<file path="config.mk">
export PLATFORM = sky130hd
export DESIGN_NAME = jtag_er_bridge
export DESIGN_NICKNAME = d
export VERILOG_FILES = /design/src/rtl/jtag_er_pkg.sv /design/src/rtl/jtag_er_chan.sv /design/src/rtl/jtag_er_bridge.sv
export SDC_FILE = /design/constraint.sdc
export NUM_CORES = 1
export LEC_CHECK = 0
export CAP_MARGIN = 10
export CORE_MARGIN = 1.5
export CORE_UTILIZATION = 45
export DETAILED_ROUTE_END_ITERATION = 7
export PLACE_DENSITY = 0.78
export SLEW_MARGIN = 10
export SYNTH_ARGS = -nofsm -noshare
export SYNTH_HDL_FRONTEND = slang
export SYNTH_SLANG_ARGS = --single-unit
</file>
<file path="constraint.sdc">
create_clock -name CLK -period 3.7 [get_ports CLK]
set_input_delay 0.37 -clock CLK [delete_from_list [all_inputs] [get_ports CLK]]
set_output_delay 0.37 -clock CLK [all_outputs]
set_load 0.01 [all_outputs]
</file>
<file path="src/rtl/jtag_er_pkg.sv">
// jtag_er_pkg -- shared definitions for the JTAG user-data-register bridge.
//   * chan_state_e : per-channel FSM state encoding
//   * NUM_CH_MIN/MAX, DATA_W_MIN/MAX : legal parameter ranges
//   * SYNC_DEPTH   : flop count of every JTAG-to-fabric synchroniser
// Optional feature macro (used by the channel): JTAG_ER_BRIDGE_PARITY_EN
package jtag_er_pkg;

  typedef enum logic [1:0] {
    ST_IDLE    = 2'd0,
    ST_CAPTURE = 2'd1,
    ST_SHIFT   = 2'd2,
    ST_UPDATE  = 2'd3
  } chan_state_e;

  localparam int NUM_CH_MIN = 1;
  localparam int NUM_CH_MAX = 4;
  localparam int DATA_W_MIN = 2;
  localparam int DATA_W_MAX = 32;

  localparam int SYNC_DEPTH = 2;

endpackage

</file>
<file path="src/rtl/jtag_er_chan.sv">
// jtag_er_chan -- one JTAG user-data-register channel.
// Runs entirely in the fabric clock domain on already-synchronised JTAG
// strobes: capture from a fabric-written holding register, serial shift,
// update into a valid/ready output register, sticky overflow flag.
// Ports:
//   clk_i, rst_ni      fabric clock, asynchronous active-low reset
//   jrst_i             synchronous clear from JTAG reset (active high)
//   tck_rise_i         1-cycle pulse per synchronised JTCK rising edge
//   upd_rise_i         1-cycle pulse per synchronised JUPDATE rising edge
//   jtdi_i, jshift_i   synchronised TDI and SHIFT
//   jce_i              synchronised channel enable
//   cap_data_i/cap_we_i   capture holding register write
//   upd_data_o/upd_valid_o/upd_ready_i   update handshake
//   ovf_o              sticky overflow / bad-parity flag
//   jtdo_o             registered serial return (shift register bit 0)
// Macro JTAG_ER_BRIDGE_PARITY_EN adds an even-parity bit above the payload.
module jtag_er_chan
  import jtag_er_pkg::*;
#(
  parameter int DATA_W = 8
) (
  input  logic              clk_i,
  input  logic              rst_ni,
  input  logic              jrst_i,
  input  logic              tck_rise_i,
  input  logic              upd_rise_i,
  input  logic              jtdi_i,
  input  logic              jshift_i,
  input  logic              jce_i,
  input  logic [DATA_W-1:0] cap_data_i,
  input  logic              cap_we_i,
  input  logic              upd_ready_i,
  output logic [DATA_W-1:0] upd_data_o,
  output logic              upd_valid_o,
  output logic              ovf_o,
  output logic              jtdo_o
);

`ifdef JTAG_ER_BRIDGE_PARITY_EN
  localparam int SR_W = DATA_W + 1;
`else
  localparam int SR_W = DATA_W;
`endif

  chan_state_e       state_q, state_d;
  logic [SR_W-1:0]   sr_q, sr_d;
  logic [DATA_W-1:0] hold_q, hold_d;
  logic [DATA_W-1:0] upd_data_q, upd_data_d;
  logic              valid_q, valid_d;
  logic              ovf_q, ovf_d;
  logic              jtdo_q;

  logic [SR_W-1:0]   cap_word;
  logic              par_ok;

`ifdef JTAG_ER_BRIDGE_PARITY_EN
  // Top bit makes the whole word even parity.
  assign cap_word = {^hold_q, hold_q};
  assign par_ok   = (sr_q[DATA_W] == ^sr_q[DATA_W-1:0]);
`else
  assign cap_word = hold_q;
  assign par_ok   = 1'b1;
`endif

  always_comb begin
    state_d    = state_q;
    sr_d       = sr_q;
    hold_d     = cap_we_i ? cap_data_i : hold_q;
    upd_data_d = upd_data_q;
    // A sampled ready completes the handshake on this edge.
    valid_d    = valid_q & ~upd_ready_i;
    ovf_d      = ovf_q;

    if (jrst_i) begin
      state_d = ST_IDLE;
      sr_d    = '0;
      valid_d = 1'b0;
      ovf_d   = 1'b0;
    end else if (upd_rise_i && (state_q == ST_SHIFT)) begin
      state_d = ST_UPDATE;
      if (!par_ok) begin
        ovf_d = 1'b1;
      end else if (valid_q && !upd_ready_i) begin
        // Consumer still holds the previous word: keep it, flag the loss.
        ovf_d = 1'b1;
      end else begin
        // Either empty or being drained this very edge: new word wins.
        upd_data_d = sr_q[DATA_W-1:0];
        valid_d    = 1'b1;
      end
    end else if (!jce_i) begin
      state_d = ST_IDLE;
    end else if (tck_rise_i) begin
      if (jshift_i) begin
        state_d = ST_SHIFT;
        sr_d    = {jtdi_i, sr_q[SR_W-1:1]};
      end else begin
        // hold_q is the pre-write value, so a coincident cap_we is not seen.
        state_d = ST_CAPTURE;
        sr_d    = cap_word;
      end
    end else if (state_q == ST_UPDATE) begin
      state_d = ST_IDLE;
    end
  end

  always_ff @(posedge clk_i or negedge rst_ni) begin
    if (!rst_ni) begin
      state_q    <= ST_IDLE;
      sr_q       <= '0;
      hold_q     <= '0;
      upd_data_q <= '0;
      valid_q    <= 1'b0;
      ovf_q      <= 1'b0;
      jtdo_q     <= 1'b0;
    end else begin
      state_q    <= state_d;
      sr_q       <= sr_d;
      hold_q     <= hold_d;
      upd_data_q <= upd_data_d;
      valid_q    <= valid_d;
      ovf_q      <= ovf_d;
      jtdo_q     <= sr_q[0];
    end
  end

  assign upd_data_o  = upd_data_q;
  assign upd_valid_o = valid_q;
  assign ovf_o       = ovf_q;
  assign jtdo_o      = jtdo_q;

endmodule

</file>
<file path="src/rtl/jtag_er_bridge.sv">
// jtag_er_bridge -- bridges NUM_CH JTAG user data registers into the fabric
// clock domain. Holds the 2-flop synchronisers for all JTAG primitive
// signals, the JTCK/JUPDATE rising-edge detectors, and one jtag_er_chan
// per channel.
// Ports:
//   CLK, RSTN                         fabric clock, async active-low reset
//   JTCK, JTDI, JSHIFT, JUPDATE, JRSTN JTAG primitive outputs (async)
//   JCE[NUM_CH]                       per-channel enable (async)
//   JTDO[NUM_CH]                      per-channel serial return
//   cap_data/cap_we                   capture holding register writes
//   upd_data/upd_valid/upd_ready      update handshake per channel
//   ovf[NUM_CH]                       sticky overflow per channel
// Macro JTAG_ER_BRIDGE_PARITY_EN enables the per-channel parity bit.
// JTCK must run at most CLK/4 so every edge survives synchronisation.
module jtag_er_bridge
  import jtag_er_pkg::*;
#(
  parameter int NUM_CH = 2,
  parameter int DATA_W = 8
) (
  input  logic                     CLK,
  input  logic                     RSTN,
  input  logic                     JTCK,
  input  logic                     JTDI,
  input  logic                     JSHIFT,
  input  logic                     JUPDATE,
  input  logic                     JRSTN,
  input  logic [NUM_CH-1:0]        JCE,
  output logic [NUM_CH-1:0]        JTDO,
  input  logic [NUM_CH*DATA_W-1:0] cap_data,
  input  logic [NUM_CH-1:0]        cap_we,
  output logic [NUM_CH*DATA_W-1:0] upd_data,
  output logic [NUM_CH-1:0]        upd_valid,
  input  logic [NUM_CH-1:0]        upd_ready,
  output logic [NUM_CH-1:0]        ovf
);

  localparam int SYNC_W = 5 + NUM_CH;

  logic [SYNC_W-1:0]                  sync_raw;
  logic [SYNC_DEPTH-1:0][SYNC_W-1:0]  sync_q;
  logic [SYNC_W-1:0]                  sync_s;
  logic                               tck_prev_q;
  logic                               upd_prev_q;

  logic              tck_s, tdi_s, shift_s, update_s, jrstn_s;
  logic [NUM_CH-1:0] jce_s;
  logic              tck_rise, upd_rise, jrst;

  assign sync_raw = {JCE, JRSTN, JUPDATE, JSHIFT, JTDI, JTCK};

  // All JTAG signals share one synchroniser chain so they stay aligned.
  always_ff @(posedge CLK or negedge RSTN) begin
    if (!RSTN) begin
      sync_q     <= '0;
      tck_prev_q <= 1'b0;
      upd_prev_q <= 1'b0;
    end else begin
      sync_q     <= {sync_q[SYNC_DEPTH-2:0], sync_raw};
      tck_prev_q <= tck_s;
      upd_prev_q <= update_s;
    end
  end

  assign sync_s   = sync_q[SYNC_DEPTH-1];
  assign tck_s    = sync_s[0];
  assign tdi_s    = sync_s[1];
  assign shift_s  = sync_s[2];
  assign update_s = sync_s[3];
  assign jrstn_s  = sync_s[4];
  assign jce_s    = sync_s[SYNC_W-1:5];

  assign tck_rise = tck_s & ~tck_prev_q;
  assign upd_rise = update_s & ~upd_prev_q;
  assign jrst     = ~jrstn_s;

  for (genvar c = 0; c < NUM_CH; c++) begin : g_chan
    jtag_er_chan #(
      .DATA_W(DATA_W)
    ) u_chan (
      .clk_i       (CLK),
      .rst_ni      (RSTN),
      .jrst_i      (jrst),
      .tck_rise_i  (tck_rise),
      .upd_rise_i  (upd_rise),
      .jtdi_i      (tdi_s),
      .jshift_i    (shift_s),
      .jce_i       (jce_s[c]),
      .cap_data_i  (cap_data[c*DATA_W +: DATA_W]),
      .cap_we_i    (cap_we[c]),
      .upd_ready_i (upd_ready[c]),
      .upd_data_o  (upd_data[c*DATA_W +: DATA_W]),
      .upd_valid_o (upd_valid[c]),
      .ovf_o       (ovf[c]),
      .jtdo_o      (JTDO[c])
    );
  end

endmodule

</file>
Word-level counts from Yosys, hierarchy flattened --
Cells that the tools add are included.
Storage, ports and cells: flip-flop bits (word level) 74, input bits 29, output and inout port bits 22, logic and storage cells 88
Operators by class: eq/ne operators 15, multiplexer cells 33, bitwise operators 10, reduce and logical (&&, ||, !) cells 12
Operators by type and width (count):
- 8-bit two-way mux | 10
- 2-bit two-way mux | 11
- 2-bit by 1-bit != test with 1-bit output, second input constant | 7
- 1-bit two-way mux | 12
- 3-bit AND reduction | 4
- 5-bit by 2-bit != test with 1-bit output, second input constant | 2
- 2-bit == test, second input constant | 4
- 1-bit inverter | 6
- 1-bit AND | 4
- 1-bit logical AND | 4
- 2-bit != test, second input constant | 2
- 2-bit AND reduction | 2
- 1-bit zero test | 2

Depth between registers and ports, before layout --
Gate-level depths: netlist (run 1).
depth after elaboration 6, depth in mapped cells 5, depth with buffers taken out 3

Hierarchy --
From an unflattened synthesis (run 1), not the netlist that was laid out.
Unflattened totals: cell total of the unflattened synthesis 203, area, all modules 2909.0 um2
Modules (own cells, without submodules):
- jtag_er_chan | instances 2, cells each 92, area an instance 1238.7 um2, sequential area each 725.7 um2
- jtag_er_bridge | instances 1, cells each 19, area an instance 431.7 um2, sequential area each 400.4 um2

Worst setup path after synthesis (run 1) --
No wires, ideal clock.
path type flip-flop to flip-flop, from reg g_chan[1].u_chan.state_q[0], to reg g_chan[1].u_chan.upd_data_q[0], setup time 125 ps, arrival time 1359 ps, data required time 3575 ps, setup slack 2215 ps, stages on the path, launching flop included 5, buffers on the path 1, clock period less this slack 1485 ps, cell sequence dfrtp_1 nand4bb_1 or3_1 buf_6 mux2_4
On the way: cells in the longest elaborated chain, start to end 3
Ends and longest elaborated chain:
- from (decl) | line jtag_er_chan.sv:45 | chan_state_e state_q, state_d;
- from (signal assigned) | line jtag_er_chan.sv:117 | state_q <= state_d;
- 2-bit == test | line jtag_er_chan.sv:79 | end else if (upd_rise_i && (state_q == ST_SHIFT)) begin
- 1-bit logical AND | line jtag_er_chan.sv:79
- 3-bit AND reduction (no source line)
- to (signal assigned) | line jtag_er_chan.sv:120 | upd_data_q <= upd_data_d;
- to (decl) | line jtag_er_chan.sv:48 | logic [DATA_W-1:0] upd_data_q, upd_data_d;
Every way passes these cells. A chain may end at the register's enable or synchronous reset.

Final worst setup path (run 1) --
Ends and elaborated chain as after synthesis.

==> impl_metrics.ini, run 1 <==
[global_routing]
antenna_found_initial = 0
grt_overflow = 0
grt_pass1_wl_um = 9000
grt_pass1_vias = 1760
gr-usage-all-layers_pct = 16.1
grt_max_degree = 51

[worst_setup_path]
cp.arrival_ns = 2.29
cp.required_ns = 3.92
start_kind = flip-flop
cp_max_fo = 11
crit_type = flip-flop to flip-flop
end_kind = flip-flop

[worst_hold_path]
min_path_type = input port to asynchronous set/reset pin

[clock_network]
clock-sinks = 74
clk_pin_slew_ns = 0.07
cts_resized = 0
post_cts_buffers = 0
htreeDepth = 3
numCtsBuffers = 9
clockBufferDepth = 2
root_buffer = clkbuf_8
tritoncts = done
clock_latency_ns = 0.34
cts_hold_buffers = 0

[yosys]
yosys.area.top_type = dfrtp_1
synth_area_mm2 = 0.00299
synth_fp_nets = 238
yosysTopAreaCellShare_pct = 62.0
yosysSeqAreaShare_pct = 62.0
synth_warnings = 0
ys_types = 26
synth-seq-cells = 74
syn_inst = 209
yosys-top-cells-area = dfrtp_1 (62%), mux2_4 (8.0%), mux2_2 (6.0%)
syn_avg_cell_area_um2 = 14.3

[drt]
drc = 0
avgViaCountPerCell = 5.29
vias = 1760
drt_iter0_markers = 141
drt_pre_antenna_iters = 4
postRouteAntennaNets = 0
routed_wirelength_um = 5240
wl_per_cell_um = 15.7

[placement]
placed_cells = 317
dp_hpwl_um = 3730
pre_cts_ws_ns = 1.62
port_buffers = 50
routabilityCongestion = 0.762

[floorplan]
die_y_um = 84.5
io_pins = 51
fp.dieW_um = 84.5
die-area_mm2 = 0.00713
core_mm2 = 0.00639
start_util_pct = 46.8
rows = 29

[final_layout]
area_delta_synth_final_pct = 22.9
n_antenna_cell = 0
drive_above_1_share_pct = 19.5
final_nets = 280
instances_no_fill = 333

[status]
status = complete, no violations

[job]
cap_viol_max_count = 0

[timing]
setup_viol = 0
rsz0062_at_grt = false
setup_ws_ns = 1.63
period_needed_ns = 2.07
period_share_pct = 55.9
finalSetupTns_ns = 0
slew_violations = 0
fmax_ghz = 0.483
relSlewSlack_pct = 28.8
skew_ns = 0.00821
hold_viol = 0
tightest_slew_ns = 1.07

[power]
powerDensity_mw_per_mm2 = 443
peakVddDrop_uv = 240
power_leakage_nw = 1.68
-- worst max-delay path, stage by stage, from the launching register on --
cell	delay, ns
dfrtp_1	0.40
nand4bb_1	0.48
or3_1	0.71
mux2_4	0.37
-- metal layers --
metal / wire (µm) / global-route usage [%] / vias to the layer above / share of wire, %
met5: 0 / 0 / - / 0
met4: 105 / 8.06 / 0 / 2.0
met3: 180 / 3.24 / 11 / 3.4
met2: 2450 / 23.1 / 34 / 47
met1: 2500 / 23.5 / 877 / 48
li1: - / - / 838 / -
-- final timing paths --
| path | startpoint | endpoint | slack, ns | cells past startpoint |
|---|---|---|---|---|
| max | g_chan[1].u_chan.state_q[0]$_DFFE_PN0P_ | g_chan[1].u_chan.upd_data_o[0]$_DFFE_PN0P_ | 1.63 | 3 |
| min | RSTN | g_chan[1].u_chan.cap_word[1]$_DFFE_PN0P_ | 0.23 | 1 |
| max reg2reg | g_chan[1].u_chan.state_q[0]$_DFFE_PN0P_ | g_chan[1].u_chan.upd_data_o[0]$_DFFE_PN0P_ | 1.63 | 3 |
| min reg2reg | sync_q[3]$_DFF_PN0_ | sync_s[3]$_DFF_PN0_ | 0.35 | 0 |
| max in group asynchronous | RSTN | g_chan[0].u_chan.upd_data_o[6]$_DFFE_PN0P_ | 2.56 | 2 |
| min in group CLK | sync_q[3]$_DFF_PN0_ | sync_s[3]$_DFF_PN0_ | 0.35 | 0 |
-- flip-flops by register name (all words and copies together) (netlist names) --
name                       count
g_chan.u_chan.cap_word        16
g_chan.u_chan.sr_q            16
g_chan.u_chan.upd_data_o      16
sync_q                         7
sync_s                         7
g_chan.u_chan.state_q          4
g_chan.u_chan.jtdo_o           2
g_chan.u_chan.ovf_o            2
g_chan.u_chan.upd_valid_o      2
tck_prev_q                     1
upd_prev_q                     1
-- power breakdown --
group	total, mW	switching (mW)	internal [mW]
Clock	0.603	0.268	0.335
Combinational	0.138	0.0555	0.0829
Sequential	0.886	0.0336	0.852
Total	1.63	0.357	1.27
-- layout make-up --
class | instances | area [µm²]
clock buffers | 15 | 196
well taps | 77 | 96.3
multi-input cells | 113 | 1010
flip-flops and latches | 74 | 1850
repair buffers | 51 | 503
inverters | 2 | 7.51
clock inverters | 1 | 5.00
fillers | 507 | 2720
-- placed cells by master (no fill, tap or decap) --
cell type	Yosys	routed
a211oi_1	16	16
a21o_1	2	2
a21oi_1	20	20
a32o_1	2	2
and2_1	2	2
and3b_1	2	2
and4_1	2	2
and4bb_1	2	2
buf_2	4	1
buf_4	6	1
clkbuf_1	7	1
clkbuf_8	0	14
clkdlybuf4s50_1	0	49
clkinv_2	0	1
dfrtp_1	74	74
inv_1	1	1
inv_2	1	1
mux2_2	16	16
mux2_4	16	16
mux2i_1	16	16
nand2_1	2	2
nand2b_1	1	1
nand4bb_1	2	2
nor2_1	6	6
nor2b_1	2	2
o2bb2ai_1	2	2
or3_1	2	2
-- synth_stat cells, drive strengths merged --
library cell and instances:
mux2 32, a21oi 20, nand2b 1, nor2 6
nand4bb 2, a211oi 16, and2 2, and4bb 2
clkbuf 7, or3 2, buf 13, mux2i 16
nor2b 2, nand2 2, o2bb2ai 2, dfrtp 74
and4 2, a21o 2, inv 2, and3b 2
a32o 2
-- cells by family after synthesis --
group | synth area share [%]
flip-flops | 62.0
buffers and inverters | 4.19
multiplexers | 19.4
AO/OA/AOI/OAI | 9.13
AND/OR/NAND/NOR | 5.24
-- stage by stage --
step	utilization (%)	hold WS [ns]	instance area (µm²)	power, mW
2_1_floorplan	-	0.0744	2990	0.964
3_3_place_gp	54.3	0.333	3470	1.04
3_5_place_dp	54.3	0.336	3470	1.04
4_1_cts	57.5	0.253	3670	1.64
5_1_grt	57.5	0.329	3670	1.70
6_report	57.5	0.230	3670	1.63
No activity file was read; power rests on OpenSTA's default activity.
==> inputs of run 2 (changes only) <==
- clock period: 3.7 -> 2.1 ns (I/O delays scaled with it)
==> run 2 against run 1 <==
Worst setup slack worse by 1.2 ns. Flip-flop and latch count unchanged. Hold slack improved by 0.085 ns. Wire length is 0.90% lower. Clock power grew 65%. Die area did not move. Cell area up 1.1%. Clock-buffer cell count shrank 1. Clock skew shrank 0.0013 ns. Fmax grew 21%. Critical path depth unchanged. Highest routed layer unchanged.
==> impl_metrics.ini, run 2 (synthesis gave the netlist of run 1 again) <==
[worst_hold_path]
min_path_type = input port to flip-flop

[drt]
routed.top_layer = met4
wl_per_cell_um = 15.3
routed_wirelength_um = 5190
avgViaCountPerCell = 5.23
drc = 0
wl_met2_um = 2390
postRouteAntennaNets = 0
met3_length_um = 166
drt_iter0_markers = 135
drt-met1-wl_um = 2550
vias = 1774
drt_pre_antenna_iters = 4

[final_layout]
final_common_cell = dfrtp_1
area_delta_synth_final_pct = 24.3
drive_above_1_share_pct = 20.6
final-seq-area_mm2 = 0.00185
fill_cells = 520
n_antenna_cell = 0
final_util_pct = 58.1
final_nets = 286
multi_input_area_mm2 = 0.00101
mostFrequentLayoutCells = dfrtp_1 (74), clkdlybuf4s50_1 (49), a21oi_1 (20)
fin_area_mm2 = 0.00371

[timing]
finalSetupTns_ns = 0
slew_violations = 0
period_share_pct = 81.3
setup_viol = 0
hold_viol = 0
fmax_ghz = 0.586
period_needed_ns = 1.71
skew_ns = 0.00696
tightest_slew_ns = 0.998
relSlewSlack_pct = 33.5
rsz0062_at_grt = false

[worst_setup_path]
crit_type = flip-flop to flip-flop
start_kind = flip-flop
slowest_delay_ns = 0.59
cp.required_ns = 2.32
ff2ff_path_depth = 3
slowest_stage = or3_1
cp_max_fo = 8
cp_cell_sequence = nand4bb_1, or3_1, mux2_4
worstSetupStartpoint = g_chan[0].u_chan.state_q[0]$_DFFE_PN0P_
r2r_setup_slack_ns = 0.39
crit_end = g_chan[0].u_chan.upd_data_o[4]$_DFFE_PN0P_
cp.arrival_ns = 1.93
end_kind = flip-flop
r2r_end = g_chan[0].u_chan.upd_data_o[4]$_DFFE_PN0P_
r2r_start = g_chan[0].u_chan.state_q[0]$_DFFE_PN0P_

[clock_network]
numCtsBuffers = 9
htreeDepth = 3
root_buffer = clkbuf_8
clock-sinks = 74
clock_latency_ns = 0.33
clockBufferDepth = 2
tritoncts = done
clk_pin_slew_ns = 0.07
cts_resized = 0

[power]
finalPower_mw = 2.80
powerDensity_mw_per_mm2 = 755
power_leakage_nw = 1.70
peakVddDrop_uv = 443

[placement]
dp_hpwl_um = 3690
routabilityCongestion = 0.748
place_area_mm2 = 0.00352
port_buffers = 50

[global_routing]
gr-usage-all-layers_pct = 16.2
grt_max_degree = 40
grt_pass1_wl_um = 9090
antenna_found_initial = 0
grt_pass1_vias = 1811
grt_overflow = 0

[floorplan]
core_mm2 = 0.00639
die_y_um = 84.5
fp.dieW_um = 84.5
rows = 29
io_pins = 51
start_util_pct = 46.8
die-area_mm2 = 0.00713

[job]
cap_viol_max_count = 0

[status]
status = complete, no violations
[run 2: cell types whose count changed in the layout (fill, tap and decap cells not counted), sizes merged]
cell         before  now
dlygate4sd3       0    1
clkinv            1    2
clkbuf           15   14
buf               2    7
[run 2: through the flow]
step | hold slack, ns | instances | worst slack (ns)
global route | 0.301 | 339 | 0.338
detailed placement | 0.207 | 322 | 0.343
floorplan | -0.0856 | 209 | 0.615
global placement | 0.198 | 322 | 0.354
CTS | 0.303 | 339 | 0.401
finish | 0.315 | 339 | 0.393
[run 2: area by class of cell]
| type | count | area share, % |
|---|---|---|
| Clock buffer | 14 | 4.65 |
| Clock inverter | 2 | 0.270 |
| Inverter | 2 | 0.202 |
| Multi-Input combinational cell | 113 | 27.2 |
| Sequential cell | 74 | 49.9 |
| Tap cell | 77 | 2.60 |
| Timing Repair Buffer | 57 | 15.2 |
[run 2: worst min path at each step]
stage | slack, ns | depth (start not counted) | end | from
floorplan | -0.09 | 0 | g_chan[0].u_chan.cap_word[0]$_DFFE_PN0P_ | RSTN
global placement | 0.20 | 1 | sync_q[2]$_DFF_PN0_ | RSTN
detailed placement | 0.21 | 1 | sync_q[2]$_DFF_PN0_ | RSTN
CTS | 0.30 | 1 | sync_q[6]$_DFF_PN0_ | JCE[1]
global route | 0.30 | 1 | sync_q[6]$_DFF_PN0_ | JCE[1]
finish | 0.32 | 1 | sync_q[6]$_DFF_PN0_ | JCE[1]
[run 2: metal layers]
| layer | GRT usage [%] | vias up |
|---|---|---|
| met5 | 0 | - |
| met4 | 7.48 | 0 |
| met3 | 3.15 | 8 |
| met2 | 23.7 | 31 |
| met1 | 23.5 | 888 |
| li1 | - | 847 |
[run 2: timing repair]
action,CTS,global route
setup buffers,0,0
hold buffers,1,0
hold endpoints to repair,21,0
[run 2: critical path, delay by kind of cell (launching register included)]
family / cells / cell delay (ns)
mux: 1 / 0.37
flops: 1 / 0.41
simple gates: 2 / 0.82
[run 2: where the power goes]
| part | switching [mW] | total [mW] | internal, mW | leakage [nW] |
|---|---|---|---|---|
| Clock | 0.469 | 0.992 | 0.523 | 0.0965 |
| Combinational | 0.0984 | 0.252 | 0.154 | 0.653 |
| Sequential | 0.0577 | 1.56 | 1.50 | 0.951 |
| Total | 0.625 | 2.80 | 2.18 | 1.70 |
==> inputs of run 3 (changes only) <==
- PLACE_DENSITY: 0.78 -> 0.8
- clock period: 2.1 -> 1.4 ns (I/O delays scaled with it)
==> run 3 against run 2 <==
The run now ends with setup timing left. Cell count grew 2.7%. Wire length grew 6.1%. Global-route usage grew 0.97 points. Register-to-register slack lost 0.51 ns. Non-clock buffer count grew 11. Sequential share of layout area shrank 2.0 points. Clock skew shrank 0.00054 ns. Critical endpoint is now g_chan[0].u_chan.upd_data_o[6]$_DFFE_PN0P_. Largest power group unchanged. Highest routed layer unchanged.
==> impl_metrics.ini, run 3 (synthesis gave the netlist of run 1 again) <==
[status]
status = complete, but fails checks
violations = setup timing

[timing]
setup_viol = 16
skew_ns = 0.00642
whs_ns = 0.234
setup_ws_ns = -0.114
fmax_ghz = 0.661
period_needed_ns = 1.51
rsz0062_at_grt = true
relSlewSlack_pct = 74.2
slew_violations = 0
period_share_pct = 108
tightest_slew_ns = 0.385
hold_viol = 0

[power]
finalPower_mw = 4.36
powerDensity_mw_per_mm2 = 1130
power_leakage_nw = 1.99
peakVddDrop_uv = 692

[placement]
port_buffers = 50
placed_cells = 333
dp_hpwl_um = 3750
routabilityCongestion = 0.758

[worst_setup_path]
cp_top_family = simple AND/OR/NAND/NOR gates
slowest_delay_ns = 0.38
cp_num_buf_inv = 1
start_kind = flip-flop
r2r_setup_slack_ns = -0.11
end_kind = flip-flop
cp.required_ns = 1.63
cp.arrival_ns = 1.74
crit_type = flip-flop to flip-flop
cp_cell_sequence = nand4bb_1, or3_1, buf_6, mux2_4
cp_max_fo = 8
slowest_stage = dfrtp_1

[floorplan]
fp.dieW_um = 84.5
die-area_mm2 = 0.00713
core_mm2 = 0.00639
rows = 29
start_util_pct = 46.8
die_y_um = 84.5
io_pins = 51

[clock_network]
clock-sinks = 74
root_buffer = clkbuf_8
clockBufferDepth = 2
post_cts_buffers = 0
numCtsBuffers = 9
clk_pin_slew_ns = 0.07
htreeDepth = 3
tritoncts = done
clock_latency_ns = 0.34

[final_layout]
final_nets = 297
final_common_cell = dfrtp_1
area_delta_synth_final_pct = 29.5
mostFrequentLayoutCells = dfrtp_1 (74), clkdlybuf4s50_1 (30), a21oi_1 (20)
n_antenna_cell = 0
instances_no_fill = 348
drive_above_1_share_pct = 26.9

[global_routing]
grt_overflow = 0
grt_max_degree = 75
grt_pass1_wl_um = 9260
grt_pass1_vias = 1858
gr-usage-all-layers_pct = 17.1
antenna_found_initial = 0

[drt]
drt_pre_antenna_iters = 4
drt_iter0_markers = 83
avgViaCountPerCell = 5.14
drc = 0
postRouteAntennaNets = 0
routed_wirelength_um = 5510
wl_per_cell_um = 15.8
vias = 1787

[worst_hold_path]
min_path_type = input port to flip-flop

[job]
cap_viol_max_count = 0
[run 3: through the flow]
stage	util [%]	setup WS, ns	instance area [µm²]	setup TNS [ns]
final	60.6	-0.114	3870	-1.44
after global routing	60.6	-0.173	3870	-2.51
after CTS	59.7	-0.126	3810	-1.80
after detailed placement	56.6	-0.184	3610	-2.75
after global placement	56.6	-0.171	3610	-2.69
after floorplan	-	-0.0846	2990	-1.35
[run 3: worst register-to-register path: stages, from the launching register on]
cell and delay [ns]:
dfrtp_1 0.38, nand4bb_1 0.21, or3_1 0.34, buf_6 0.16, mux2_4 0.30
[run 3: timing repair]
item                                    4_1_cts  5_1_grt
endpoints found under the hold margin        74        0
gates resized for setup                      13       18
hold buffers                                  1        0
endpoints found under the setup margin       27       41
pin swaps                                     4        2
[run 3: area by class of cell]
cell class	instances	area, µm²
fill	479	2520
sequential	74	1850
multi-input combinational	113	1040
timing repair buffer	68	676
clock buffer	11	151
tap	77	96.3
clock inverter	3	40.0
inverter	2	7.51
[run 3: worst paths after layout]
| kind | cells after the start | from | to |
|---|---|---|---|
| worst max-delay path | 4 | g_chan[0].u_chan.state_q[0]$_DFFE_PN0P_ | g_chan[0].u_chan.upd_data_o[6]$_DFFE_PN0P_ |
| worst max register to register | 4 | g_chan[0].u_chan.state_q[0]$_DFFE_PN0P_ | g_chan[0].u_chan.upd_data_o[6]$_DFFE_PN0P_ |
| max in group asynchronous | 3 | RSTN | g_chan[0].u_chan.upd_data_o[7]$_DFFE_PN0P_ |
| worst min register to register | 0 | sync_q[5]$_DFF_PN0_ | sync_s[5]$_DFF_PN0_ |
| min in group asynchronous | 3 | RSTN | sync_s[2]$_DFF_PN0_ |
| worst min-delay path | 1 | JTDI | sync_q[1]$_DFF_PN0_ |
[run 3: report_power, final]
group          internal [mW]  switching (mW)  leakage [nW]
Combinational          0.241           0.177         0.940
Sequential              2.25          0.0717         0.951
Clock                  0.894           0.719         0.101
Total                   3.39           0.968          1.99
[run 3: per-layer routing]
metal / wire, µm / up-vias / GRT usage (%)
li1: - / 867 / -
met1: 2600 / 874 / 22.6
met2: 2600 / 37 / 26.0
met3: 226 / 9 / 5.60
met4: 79 / 0 / 7.92
met5: 0 / - / 0
